`config.mk`:
```
export PLATFORM = sky130hd
export DESIGN_NAME = alu_op_encoder
export DESIGN_NICKNAME = d
export VERILOG_FILES = /design/src/rtl/alu_op_encoder_pkg.sv /design/src/rtl/alu_op_encoder_skid.sv /design/src/rtl/alu_op_encoder.sv
export SDC_FILE = /design/constraint.sdc
export NUM_CORES = 1
export LEC_CHECK = 0
export CORE_MARGIN = 1.5
export CORE_UTILIZATION = 45
export CTS_CLUSTER_DIAMETER = 200
export DETAILED_ROUTE_END_ITERATION = 10
export GPL_TIMING_DRIVEN = 0
export PLACE_DENSITY = 0.84
export SYNTH_ARGS = -nofsm -noshare
export SYNTH_HDL_FRONTEND = slang
export SYNTH_SLANG_ARGS = --single-unit
```
`constraint.sdc`:
```
create_clock -name clk -period 4.45 [get_ports clk]
set_clock_uncertainty 0.05 [all_clocks]
set_input_delay 0.445 -clock clk [delete_from_list [all_inputs] [get_ports clk]]
set_output_delay 0.445 -clock clk [all_outputs]
set_load 0.1 [all_outputs]
```
`src/rtl/alu_op_encoder_pkg.sv`:
```
// -----------------------------------------------------------------------------
// alu_pkg
// Shared definitions for the ALU Operation interface: the 4-bit Operation
// codes, the RV32I major opcodes recognised by the decoder, the funct7
// constants, and the pure combinational decode function used by the
// ID/EX encoder stage. The EX-stage ALU imports the same package.
// -----------------------------------------------------------------------------
package alu_pkg;

   localparam int OP_W = 4;

   // Operation codes (0111 and 1100 are never produced)
   localparam logic [OP_W-1:0] OP_AND  = 4'b0000;
   localparam logic [OP_W-1:0] OP_OR   = 4'b0001;
   localparam logic [OP_W-1:0] OP_ADD  = 4'b0010;
   localparam logic [OP_W-1:0] OP_JALR = 4'b0011;
   localparam logic [OP_W-1:0] OP_SLT  = 4'b0100;
   localparam logic [OP_W-1:0] OP_XOR  = 4'b0101;
   localparam logic [OP_W-1:0] OP_SUB  = 4'b0110;
   localparam logic [OP_W-1:0] OP_BEQ  = 4'b1000;
   localparam logic [OP_W-1:0] OP_BNE  = 4'b1001;
   localparam logic [OP_W-1:0] OP_BLT  = 4'b1010;
   localparam logic [OP_W-1:0] OP_BGE  = 4'b1011;
   localparam logic [OP_W-1:0] OP_SLL  = 4'b1101;
   localparam logic [OP_W-1:0] OP_SRL  = 4'b1110;
   localparam logic [OP_W-1:0] OP_SRA  = 4'b1111;

   // RV32I major opcodes
   localparam logic [6:0] OPC_RTYPE  = 7'b0110011;
   localparam logic [6:0] OPC_IALU   = 7'b0010011;
   localparam logic [6:0] OPC_LOAD   = 7'b0000011;
   localparam logic [6:0] OPC_STORE  = 7'b0100011;
   localparam logic [6:0] OPC_LUI    = 7'b0110111;
   localparam logic [6:0] OPC_AUIPC  = 7'b0010111;
   localparam logic [6:0] OPC_JAL    = 7'b1101111;
   localparam logic [6:0] OPC_JALR   = 7'b1100111;
   localparam logic [6:0] OPC_BRANCH = 7'b1100011;

   localparam logic [6:0] F7_ZERO = 7'b0000000;
   localparam logic [6:0] F7_ALT  = 7'b0100000;

   typedef struct packed {
      logic            illegal;
      logic [OP_W-1:0] op;
   } dec_t;

   // Map opcode/funct3/funct7 to an Operation code. Illegal encodings
   // always carry op 0000 so downstream sees a deterministic value.
   function automatic dec_t decode_op(input logic [6:0] opcode,
                                      input logic [2:0] f3,
                                      input logic [6:0] f7);
      dec_t            d;
      logic            ok;
      logic            f7_free;   // I-ALU non-shift: funct7 is immediate bits
      logic [OP_W-1:0] op;
      op      = OP_AND;
      ok      = 1'b0;
      f7_free = (opcode == OPC_IALU);
      case (opcode)
         OPC_RTYPE, OPC_IALU: begin
            case (f3)
               3'b000: begin
                  if (f7_free || (f7 == F7_ZERO)) begin
                     op = OP_ADD;
                     ok = 1'b1;
                  end else if (f7 == F7_ALT) begin
                     op = OP_SUB;
                     ok = 1'b1;
                  end else begin
                     ok = 1'b0;
                  end
               end
               3'b111: begin op = OP_AND; ok = f7_free || (f7 == F7_ZERO); end
               3'b110: begin op = OP_OR;  ok = f7_free || (f7 == F7_ZERO); end
               3'b100: begin op = OP_XOR; ok = f7_free || (f7 == F7_ZERO); end
               3'b010: begin op = OP_SLT; ok = f7_free || (f7 == F7_ZERO); end
               // shifts: funct7 selects the shift kind for both R and I forms
               3'b001: begin op = OP_SLL; ok = (f7 == F7_ZERO); end
               3'b101: begin
                  if (f7 == F7_ZERO) begin
                     op = OP_SRL;
                     ok = 1'b1;
                  end else if (f7 == F7_ALT) begin
                     op = OP_SRA;
                     ok = 1'b1;
                  end else begin
                     ok = 1'b0;
                  end
               end
               default: ok = 1'b0;   // 011: SLTU/SLTIU not supported
            endcase
         end
         OPC_LOAD, OPC_STORE, OPC_LUI, OPC_AUIPC, OPC_JAL: begin
            op = OP_ADD;
            ok = 1'b1;
         end
         OPC_JALR: begin
            op = OP_JALR;
            ok = (f3 == 3'b000);
         end
         OPC_BRANCH: begin
            case (f3)
               3'b000:  begin op = OP_BEQ; ok = 1'b1; end
               3'b001:  begin op = OP_BNE; ok = 1'b1; end
               3'b100:  begin op = OP_BLT; ok = 1'b1; end
               3'b101:  begin op = OP_BGE; ok = 1'b1; end
               default: ok = 1'b0;
            endcase
         end
         default: ok = 1'b0;
      endcase
      d.illegal = ~ok;
      d.op      = ok ? op : OP_AND;
      return d;
   endfunction

endpackage

```
`src/rtl/alu_op_encoder_skid.sv`:
```
// -----------------------------------------------------------------------------
// alu_op_skid
// Generic 2-entry valid/ready skid buffer: an output register plus one skid
// register, strict FIFO order, registered ready.
// Ports:
//   clk, rst_n          clock, async active-low reset
//   i_clr               synchronous clear of both entries
//   i_valid/o_ready     upstream handshake (o_ready registered)
//   i_data              upstream payload
//   o_valid/i_ready     downstream handshake
//   o_data              downstream payload (held while stalled)
// -----------------------------------------------------------------------------
module alu_op_skid #(
   parameter int W = 5
) (
   input  logic         clk,
   input  logic         rst_n,
   input  logic         i_clr,
   input  logic         i_valid,
   output logic         o_ready,
   input  logic [W-1:0] i_data,
   output logic         o_valid,
   input  logic         i_ready,
   output logic [W-1:0] o_data
);

   logic         r_out_valid;
   logic [W-1:0] r_out_data;
   logic         r_skid_valid;
   logic [W-1:0] r_skid_data;
   logic         r_ready;
   logic         w_push;
   logic         w_pop;

   // r_ready mirrors an empty skid entry, so a push never meets a full skid
   assign w_push = i_valid && r_ready && !i_clr;
   assign w_pop  = r_out_valid && i_ready;

   // Entry storage: output register first, overflow into the skid entry
   always_ff @(posedge clk or negedge rst_n) begin
      if (!rst_n) begin
         r_out_valid  <= 1'b0;
         r_out_data   <= '0;
         r_skid_valid <= 1'b0;
         r_skid_data  <= '0;
         r_ready      <= 1'b1;
      end else if (i_clr) begin
         r_out_valid  <= 1'b0;
         r_skid_valid <= 1'b0;
         r_ready      <= 1'b1;
      end else if (r_skid_valid) begin
         // ready is low here, so only a drain can happen
         if (w_pop) begin
            r_out_data   <= r_skid_data;
            r_skid_valid <= 1'b0;
            r_ready      <= 1'b1;
         end
      end else if (!r_out_valid || w_pop) begin
         r_out_valid <= w_push;
         if (w_push) begin
            r_out_data <= i_data;
         end
      end else if (w_push) begin
         // output stalled: park the new entry and stop accepting
         r_skid_valid <= 1'b1;
         r_skid_data  <= i_data;
         r_ready      <= 1'b0;
      end
   end

   assign o_ready = r_ready;
   assign o_valid = r_out_valid;
   assign o_data  = r_out_data;

endmodule

```
`src/rtl/alu_op_encoder.sv`:
```
// -----------------------------------------------------------------------------
// alu_op_encoder
// Registered ID->EX stage that decodes RV32I opcode/funct fields into the
// ALU Operation code, flags unsupported encodings and counts them.
// Ports:
//   clk, rst_n            clock, async active-low reset
//   flush                 synchronous pipeline flush
//   in_valid/in_ready     upstream handshake (in_ready registered)
//   opcode/funct3/funct7  instruction fields
//   out_valid/out_ready   downstream handshake
//   out_operation         Operation code (0000 for illegal entries)
//   out_illegal           entry is an unsupported encoding
//   illegal_count         saturating count of accepted illegal entries
// -----------------------------------------------------------------------------
module alu_op_encoder
   import alu_pkg::*;
#(
   parameter int OPCODE_LENGTH = OP_W,
   parameter int CNT_WIDTH     = 16
) (
   input  logic                     clk,
   input  logic                     rst_n,
   input  logic                     flush,
   input  logic                     in_valid,
   output logic                     in_ready,
   input  logic [6:0]               opcode,
   input  logic [2:0]               funct3,
   input  logic [6:0]               funct7,
   output logic                     out_valid,
   input  logic                     out_ready,
   output logic [OPCODE_LENGTH-1:0] out_operation,
   output logic                     out_illegal,
   output logic [CNT_WIDTH-1:0]     illegal_count
);

   dec_t                     w_dec;
   logic                     w_accept;
   logic [OPCODE_LENGTH:0]   w_in_data;
   logic [OPCODE_LENGTH:0]   w_out_data;
   logic                     w_ready;
   logic [CNT_WIDTH-1:0]     r_cnt;

   assign w_dec     = decode_op(opcode, funct3, funct7);
   assign w_in_data = {w_dec.illegal, OPCODE_LENGTH'(w_dec.op)};
   assign w_accept  = in_valid && w_ready && !flush;

   alu_op_skid #(
      .W (OPCODE_LENGTH + 1)
   ) u_skid (
      .clk     (clk),
      .rst_n   (rst_n),
      .i_clr   (flush),
      .i_valid (in_valid),
      .o_ready (w_ready),
      .i_data  (w_in_data),
      .o_valid (out_valid),
      .i_ready (out_ready),
      .o_data  (w_out_data)
   );

   // Illegal-entry counter: saturates, survives flush
   always_ff @(posedge clk or negedge rst_n) begin
      if (!rst_n) begin
         r_cnt <= '0;
      end else if (w_accept && w_dec.illegal && (r_cnt != {CNT_WIDTH{1'b1}})) begin
         r_cnt <= r_cnt + CNT_WIDTH'(1);
      end
   end

   assign in_ready      = w_ready;
   assign out_operation = w_out_data[OPCODE_LENGTH-1:0];
   assign out_illegal   = w_out_data[OPCODE_LENGTH];
   assign illegal_count = r_cnt;

endmodule

```
==> results of run 1 <==
## flip-flops by register name, summed over array words and instances (netlist names)
| signal | count |
|---|---|
| u_skid.o_valid | 1 |
| u_skid.o_data | 5 |
| u_skid.r_skid_data | 5 |
| u_skid.o_ready | 1 |
| u_skid.r_skid_valid | 1 |
| illegal_count | 16 |
## worst max path at each step
stage / slack, ns / endpoint / cells past startpoint / startpoint
final: 1.99 / in_ready / 1 / u_skid.o_ready
after CTS: 1.98 / in_ready / 1 / u_skid.o_ready
after global routing: 1.87 / u_skid.o_data[0] / 9 / opcode[3]
after global placement: 1.76 / u_skid.o_data[0] / 9 / opcode[3]
after floorplan: 1.84 / illegal_count[6] / 6 / illegal_count[6]
after detailed placement: 1.72 / u_skid.o_data[0] / 9 / opcode[4]
## Yosys cell counts, drive strengths merged (3+ instances only)
| master | number | share of area, % |
|---|---|---|
| inv | 9 | 1.9 |
| o31ai | 3 | 1.8 |
| nand3 | 4 | 1.1 |
| xnor2 | 5 | 2.5 |
| a21oi | 7 | 2.0 |
| buf | 6 | 3.3 |
| nor2 | 18 | 3.8 |
| nor3 | 10 | 4.2 |
| a31oi | 3 | 1.1 |
| nor2b | 3 | 1.1 |
| xor2 | 10 | 5.0 |
| o21ai | 8 | 2.5 |
| nand2b | 4 | 1.8 |
| nor4 | 8 | 5.0 |
| dfrtp | 28 | 40 |
| nand2 | 26 | 5.5 |
| mux2 | 3 | 1.9 |
| nand4 | 6 | 2.1 |
| clkbuf | 3 | 0.64 |
## worst register-to-register path: stages (launching register included)
cell	delay (ns)
dfstp_2	0.55
nand2_1	0.06
or2_1	0.29
or3_1	0.39
clkbuf_1	0.20
nor4_2	0.29
xor2_1	0.19
## report_power, final
group | total [uW] | switching, uW | internal, uW
Sequential | 350 | 41.7 | 308
Clock | 238 | 99.0 | 139
Combinational | 446 | 329 | 117
Total | 1030 | 469 | 565
## cell families (layout without fill, tap and decap cells)
logic type	after synthesis	count (layout)	synth area share [%]
DFF	29	29	41.1
xor gates and xnor gates	15	15	7.43
and+or+nand+nor	87	87	28.9
AOI/OAI and AO/OA	35	35	13.6
muxes	3	3	1.91
buffers and inverters	18	67	5.80
adders and majority gates	2	2	1.27
## stage by stage
step | setup WS [ns] | utilization (%) | hold WS, ns | std cells | area (um2)
2_1_floorplan | 1.84 | - | 0.0994 | 189 | 1770
3_3_place_gp | 1.76 | 60.3 | 0.411 | 278 | 2240
3_5_place_dp | 1.72 | 60.3 | 0.423 | 278 | 2240
4_1_cts | 1.98 | 63.0 | 0.437 | 286 | 2340
5_1_grt | 1.87 | 62.9 | 0.180 | 286 | 2340
6_report | 1.99 | 62.9 | 0.133 | 286 | 2340
## final cells by class
| type | count | area [um2] | area share (%) |
|---|---|---|---|
| Timing Repair Buffer | 41 | 405 | 17.4 |
| Clock buffer | 7 | 96.3 | 4.12 |
| Clock inverter | 1 | 5.00 | 0.214 |
| Buffer | 9 | 68.8 | 2.95 |
| Inverter | 9 | 33.8 | 1.45 |
| Multi-Input combinational cell | 142 | 940 | 40.2 |
| Sequential cell | 29 | 727 | 31.1 |
| Tap cell | 48 | 60.1 | 2.57 |
## layer usage
metal | vias up | track usage, % | routed length (um)
met5 | - | 0 | 0
met4 | 0 | 7.81 | 54
met3 | 5 | 4.62 | 173
met2 | 46 | 32.3 | 1820
met1 | 736 | 23.9 | 1620
li1 | 764 | - | -
==> impl_results.md, run 1 <==
* Die Footprint at 4320 um2
* Final setup violation count at 0
* Share of post-route cells with drive strength above 1 at 14.3%
* Final ANT Viol Nets at 0
* RSZ-0062 raised after global routing: false
* Async SR Flop Fraction at between 90% and 100%
* Initial antenna violation count at 0
* Max Fclk at between 0.4 and 0.5 GHz
* Via/cell ratio at 5.42
* Leak Pwr at 0.000991 uW
* Tcrit/Tclk final at 55.3%
* Setup_tns at 0 ns
* Drt drc at 0
* Syn Inst Count at 189
* Final nets at 260
* Yosys Warn Count at 0
* IO Pins at 45
* Syn Std Cell Area at 1770 um2
* Root Buffer: clkbuf_8
* CP max FO at 4
* #FFs+latches synth at 29
* Hold Crit Class: input pin to asynchronous set/reset pin
* Status: finished clean
* Commonest non-fill, non-tap cell in the layout: clkdlybuf4s50_1
* Slew @ Worst Pin at 0.983 ns
* Die W at 65.7 um
* Iter 0 DRT Violations at 103
* Commonest non-fill, non-tap cells in the layout: clkdlybuf4s50_1, dfrtp_1, nand2_1, nor2_1, xor2_1
* First-pass GRT wire length at 6440 um
* CTS Buffer Depth at 2
* CP endpoint kind: output port
* Slew Viols, Final at 0
* Post-CTS Resized at 0
* WS Path Type: flop to output port
* # fillers at 323
* Total Routing Usage GR at 19.4%
* R2r setup slk at about 2.4 ns
* Hpwl dp at 2780 um
* Largest delay contributor family on the critical path: buffers and inverters
* Maxcap violations at 0
* CTS tree: yes
* FF-to-FF Start: u_skid.o_ready
* Fin crit period at 2.46 ns
* TritonCTS buffer count at 5
* Tot Pwr at 1030 uW
* Sequential fraction of the synthesis area at slightly above 40%
* Initial core utilization at 47.6%
* PwrDens at around 440 nW/um2
* Vias in the first global route at between 1,000 and 1,500
* Pre-antenna DRT Iters at 4
* CP arrival at 1.97 ns
* Synth Flop Type: dfrtp_1
* R2r worst-path depth at 6
* Crit-path cells: clkdlybuf4s50_1
* Pin count of the biggest net entering global routing at 30
* Die Y-Extent at between 60 and 70 um
* Startpoint types: flop
* Worst Path Required at 3.95 ns
* Input/output buffers at 41
* # diodes at 0
* Number of flops mapped to enable cells by yosys at 0
* # H-tree levels at 2
* Syn_area_per_cell at approximately 9.4 um2
* Max transition margin at 34.3%
* CP Buf/Inv Count at 1
* R2r endpoint: illegal_count[14]
* Clock Latency Late Sink at approximately 0.29 ns
* Post-synth cell types at 48
* # hold bufs at CTS at 0
* Buffer count from post-CTS setup fixing at 0
* # clock sinks at 29
* DR vias at ~1,600
* Total gr overflow at 0
* Slowest stage delay, CP at roughly 1.1 ns
* Core area at 3720 um2
* Area grow syn2layout at 32.0%
* Syn nets at 212
* Drt wl/cell at between 10 and 15 um
* Peak VDD IR at ~0.23 mV
* GPL Wtd Cong at 0.887
* DRT Wirelength at 3670 um
* Final hold violations at 0
* Clock transition at the registers of the reported paths at 0.06 ns
* Critical Path Slowest Stage Cell: clkdlybuf4s50_1
* Number of core rows at 22
Power figures use the tool's default switching activity.
==> run 2: changes to the inputs <==
==> constraint.sdc (replaced) <==
create_clock -name clk -period 2.6 [get_ports clk]
set_clock_uncertainty 0.05 [all_clocks]
set_input_delay 0.26 -clock clk [delete_from_list [all_inputs] [get_ports clk]]
set_output_delay 0.26 -clock clk [all_outputs]
set_load 0.1 [all_outputs]
==> run 2 against run 1 <==
Effect of this change:
- count of clock-buffer cells in the layout is the same
- global-route usage increased by 0.65 points
- final area increased by 0.48%
- sequential cell count unchanged
- sequential power increased by 72%
- register-to-register slack worse by 1.9 ns
- non-clock buffer count up 1
- via count is 0.26% higher
- clock power rose by 71%
- worst hold slack improved by 0.21 ns
- final cell count rose by 0.35%
- critical path type unchanged
- highest routed layer unchanged
==> impl_results.md, run 2 (synthesis gave the netlist of run 1 again) <==
* Status: finished clean
* CP max FO at 4
* TritonCTS buffer count at 5
* DR vias at 1,555
* Peak VDD IR at about 0.40 mV
* Drt wl/cell at around 13 um
* Leak Pwr at between 0.0009 and 0.001 uW
* CP arrival at 1.99 ns
* Initial antenna violation count at 0
* Die Y-Extent at about 66 um
* CP Buf/Inv Count at 1
* IO Pins at 45
* Commonest non-fill, non-tap cells in the layout: clkdlybuf4s50_1, dfrtp_1, nand2_1, nor2_1, xor2_1
* Slew Viols, Final at 0
* Clock Latency Late Sink at between 0.2 and 0.3 ns
* Critical Path Slowest Stage Cell: clkdlybuf4s50_1
* Die W at 65.7 um
* Maxcap violations at 0
* Fin crit period at 2.30 ns
* # diodes at 0
* Max Fclk at 0.435 GHz
* # clock sinks at 29
* # fillers at 310
* Finished Layout Cells at 287
* # H-tree levels at 2
* CP endpoint kind: output port
* Share of post-route cells with drive strength above 1 at 14.6%
* Largest register FFs at 16
* Area grow syn2layout at 32.7%
* Setup_tns at 0 ns
* Final nets at roughly 260
* Worst Path Required at 2.29 ns
* Vias in the first global route at 1,584
* Crit-path cells: clkdlybuf4s50_1
* Startpoint types: flop
* Clock transition at the registers of the reported paths at 0.06 ns
* Commonest non-fill, non-tap cell in the layout: clkdlybuf4s50_1
* Post-CTS Resized at 0
* Core area at about 3700 um2
* Total gr overflow at 0
* Final ANT Viol Nets at 0
* Max transition margin at 34.5%
* Slowest stage delay, CP at 1.14 ns
* Dpl cells at 278
* Hold Crit Class: input pin to flop
* Via/cell ratio at roughly 5.4
* Pre-antenna DRT Iters at 4
* Iter 0 DRT Violations at 130
* PwrDens at 758 nW/um2
* Total Routing Usage GR at about a fifth
* Tcrit/Tclk final at 88.4%
* Root Buffer: clkbuf_8
* Die Footprint at around 4300 um2
* GPL Wtd Cong at between 0.8 and 0.9
* Pin count of the biggest net entering global routing at 30
* Input/output buffers at 41
* Final hold violations at 0
* Largest delay contributor family on the critical path: buffers and inverters
* Drt drc at 0
* Hpwl dp at around 2800 um
* CTS Buffer Depth at 2
* DRT Wirelength at 3750 um
* Initial core utilization at 47.6%
* Slew @ Worst Pin at 0.979 ns
* Number of core rows at 22
* RSZ-0062 raised after global routing: false
* First-pass GRT wire length at 6750 um
* CTS tree: yes
* Final setup violation count at 0
* WS Path Type: flop to output port
==> run 2: changes by cell type in the layout (fill, tap and decap cells not counted) <==
| cell | change |
|---|---|
| dfrtp_1 | -1 |
| dfrtp_2 | +1 |
| dlygate4sd3_1 | +1 |
==> run 2: final cells by class <==
| class | instances | area (um2) | area share, % |
|---|---|---|---|
| Buffer | 9 | 68.8 | 2.93 |
| Clock inverter | 1 | 5.00 | 0.213 |
| Inverter | 9 | 33.8 | 1.44 |
| Timing Repair Buffer | 42 | 415 | 17.7 |
| Multi-Input combinational cell | 142 | 940 | 40.0 |
| Tap cell | 48 | 60.1 | 2.56 |
| Clock buffer | 7 | 96.3 | 4.10 |
| Sequential cell | 29 | 728 | 31.0 |
==> run 2: layer usage <==
metal	track usage [%]	up-vias	wire, um
met5	0	-	0
met4	8.33	0	59
met3	4.62	5	186
met2	34.0	52	1810
met1	24.2	728	1690
li1	-	770	-
==> run 2: what timing repair did <==
action | in CTS | in global routing
endpoints found under the hold margin | 0 | 12
hold buffers | 0 | 1
buffers inserted | 0 | 0
==> run 2: tightest hold or removal path, stage by stage <==
cell     delay, ns
buf_6         0.11
nor4_1        0.06
o21ai_2       0.14
o31ai_2       0.06
==> run 2: worst paths after layout <==
kind / start / end / slack (ns) / cells past startpoint
min: opcode[2] / u_skid.o_data[3] / 0.34 / 4
max in group asynchronous: rst_n / illegal_count[6] / 1.56 / 2
max reg2reg: u_skid.o_ready / illegal_count[14] / 0.48 / 6
min in group asynchronous: rst_n / u_skid.r_skid_data[4] / 0.49 / 2
max: u_skid.o_ready / in_ready / 0.30 / 1
min reg2reg: u_skid.r_skid_data[3] / u_skid.r_skid_data[3] / 0.44 / 2
==> run 2: metrics by stage <==
stage | hold WS (ns) | total power [uW] | area, um2 | setup WS (ns) | utilization [%]
after detailed placement | 0.421 | 1380 | 2240 | 0.0634 | 60.3
after CTS | 0.340 | 1790 | 2340 | 0.305 | 63.0
after floorplan | -0.0856 | 1180 | 1770 | 0.0211 | -
after global routing | 0.352 | 1860 | 2350 | 0.147 | 63.2
final | 0.340 | 1780 | 2350 | 0.302 | 63.2
after global placement | 0.413 | 1370 | 2240 | 0.103 | 60.3
==> run 2: where the power goes <==
group | switching (uW) | total (uW) | internal (uW)
Clock | 169 | 408 | 239
Sequential | 74.5 | 602 | 528
Combinational | 566 | 770 | 203
Total | 810 | 1780 | 970
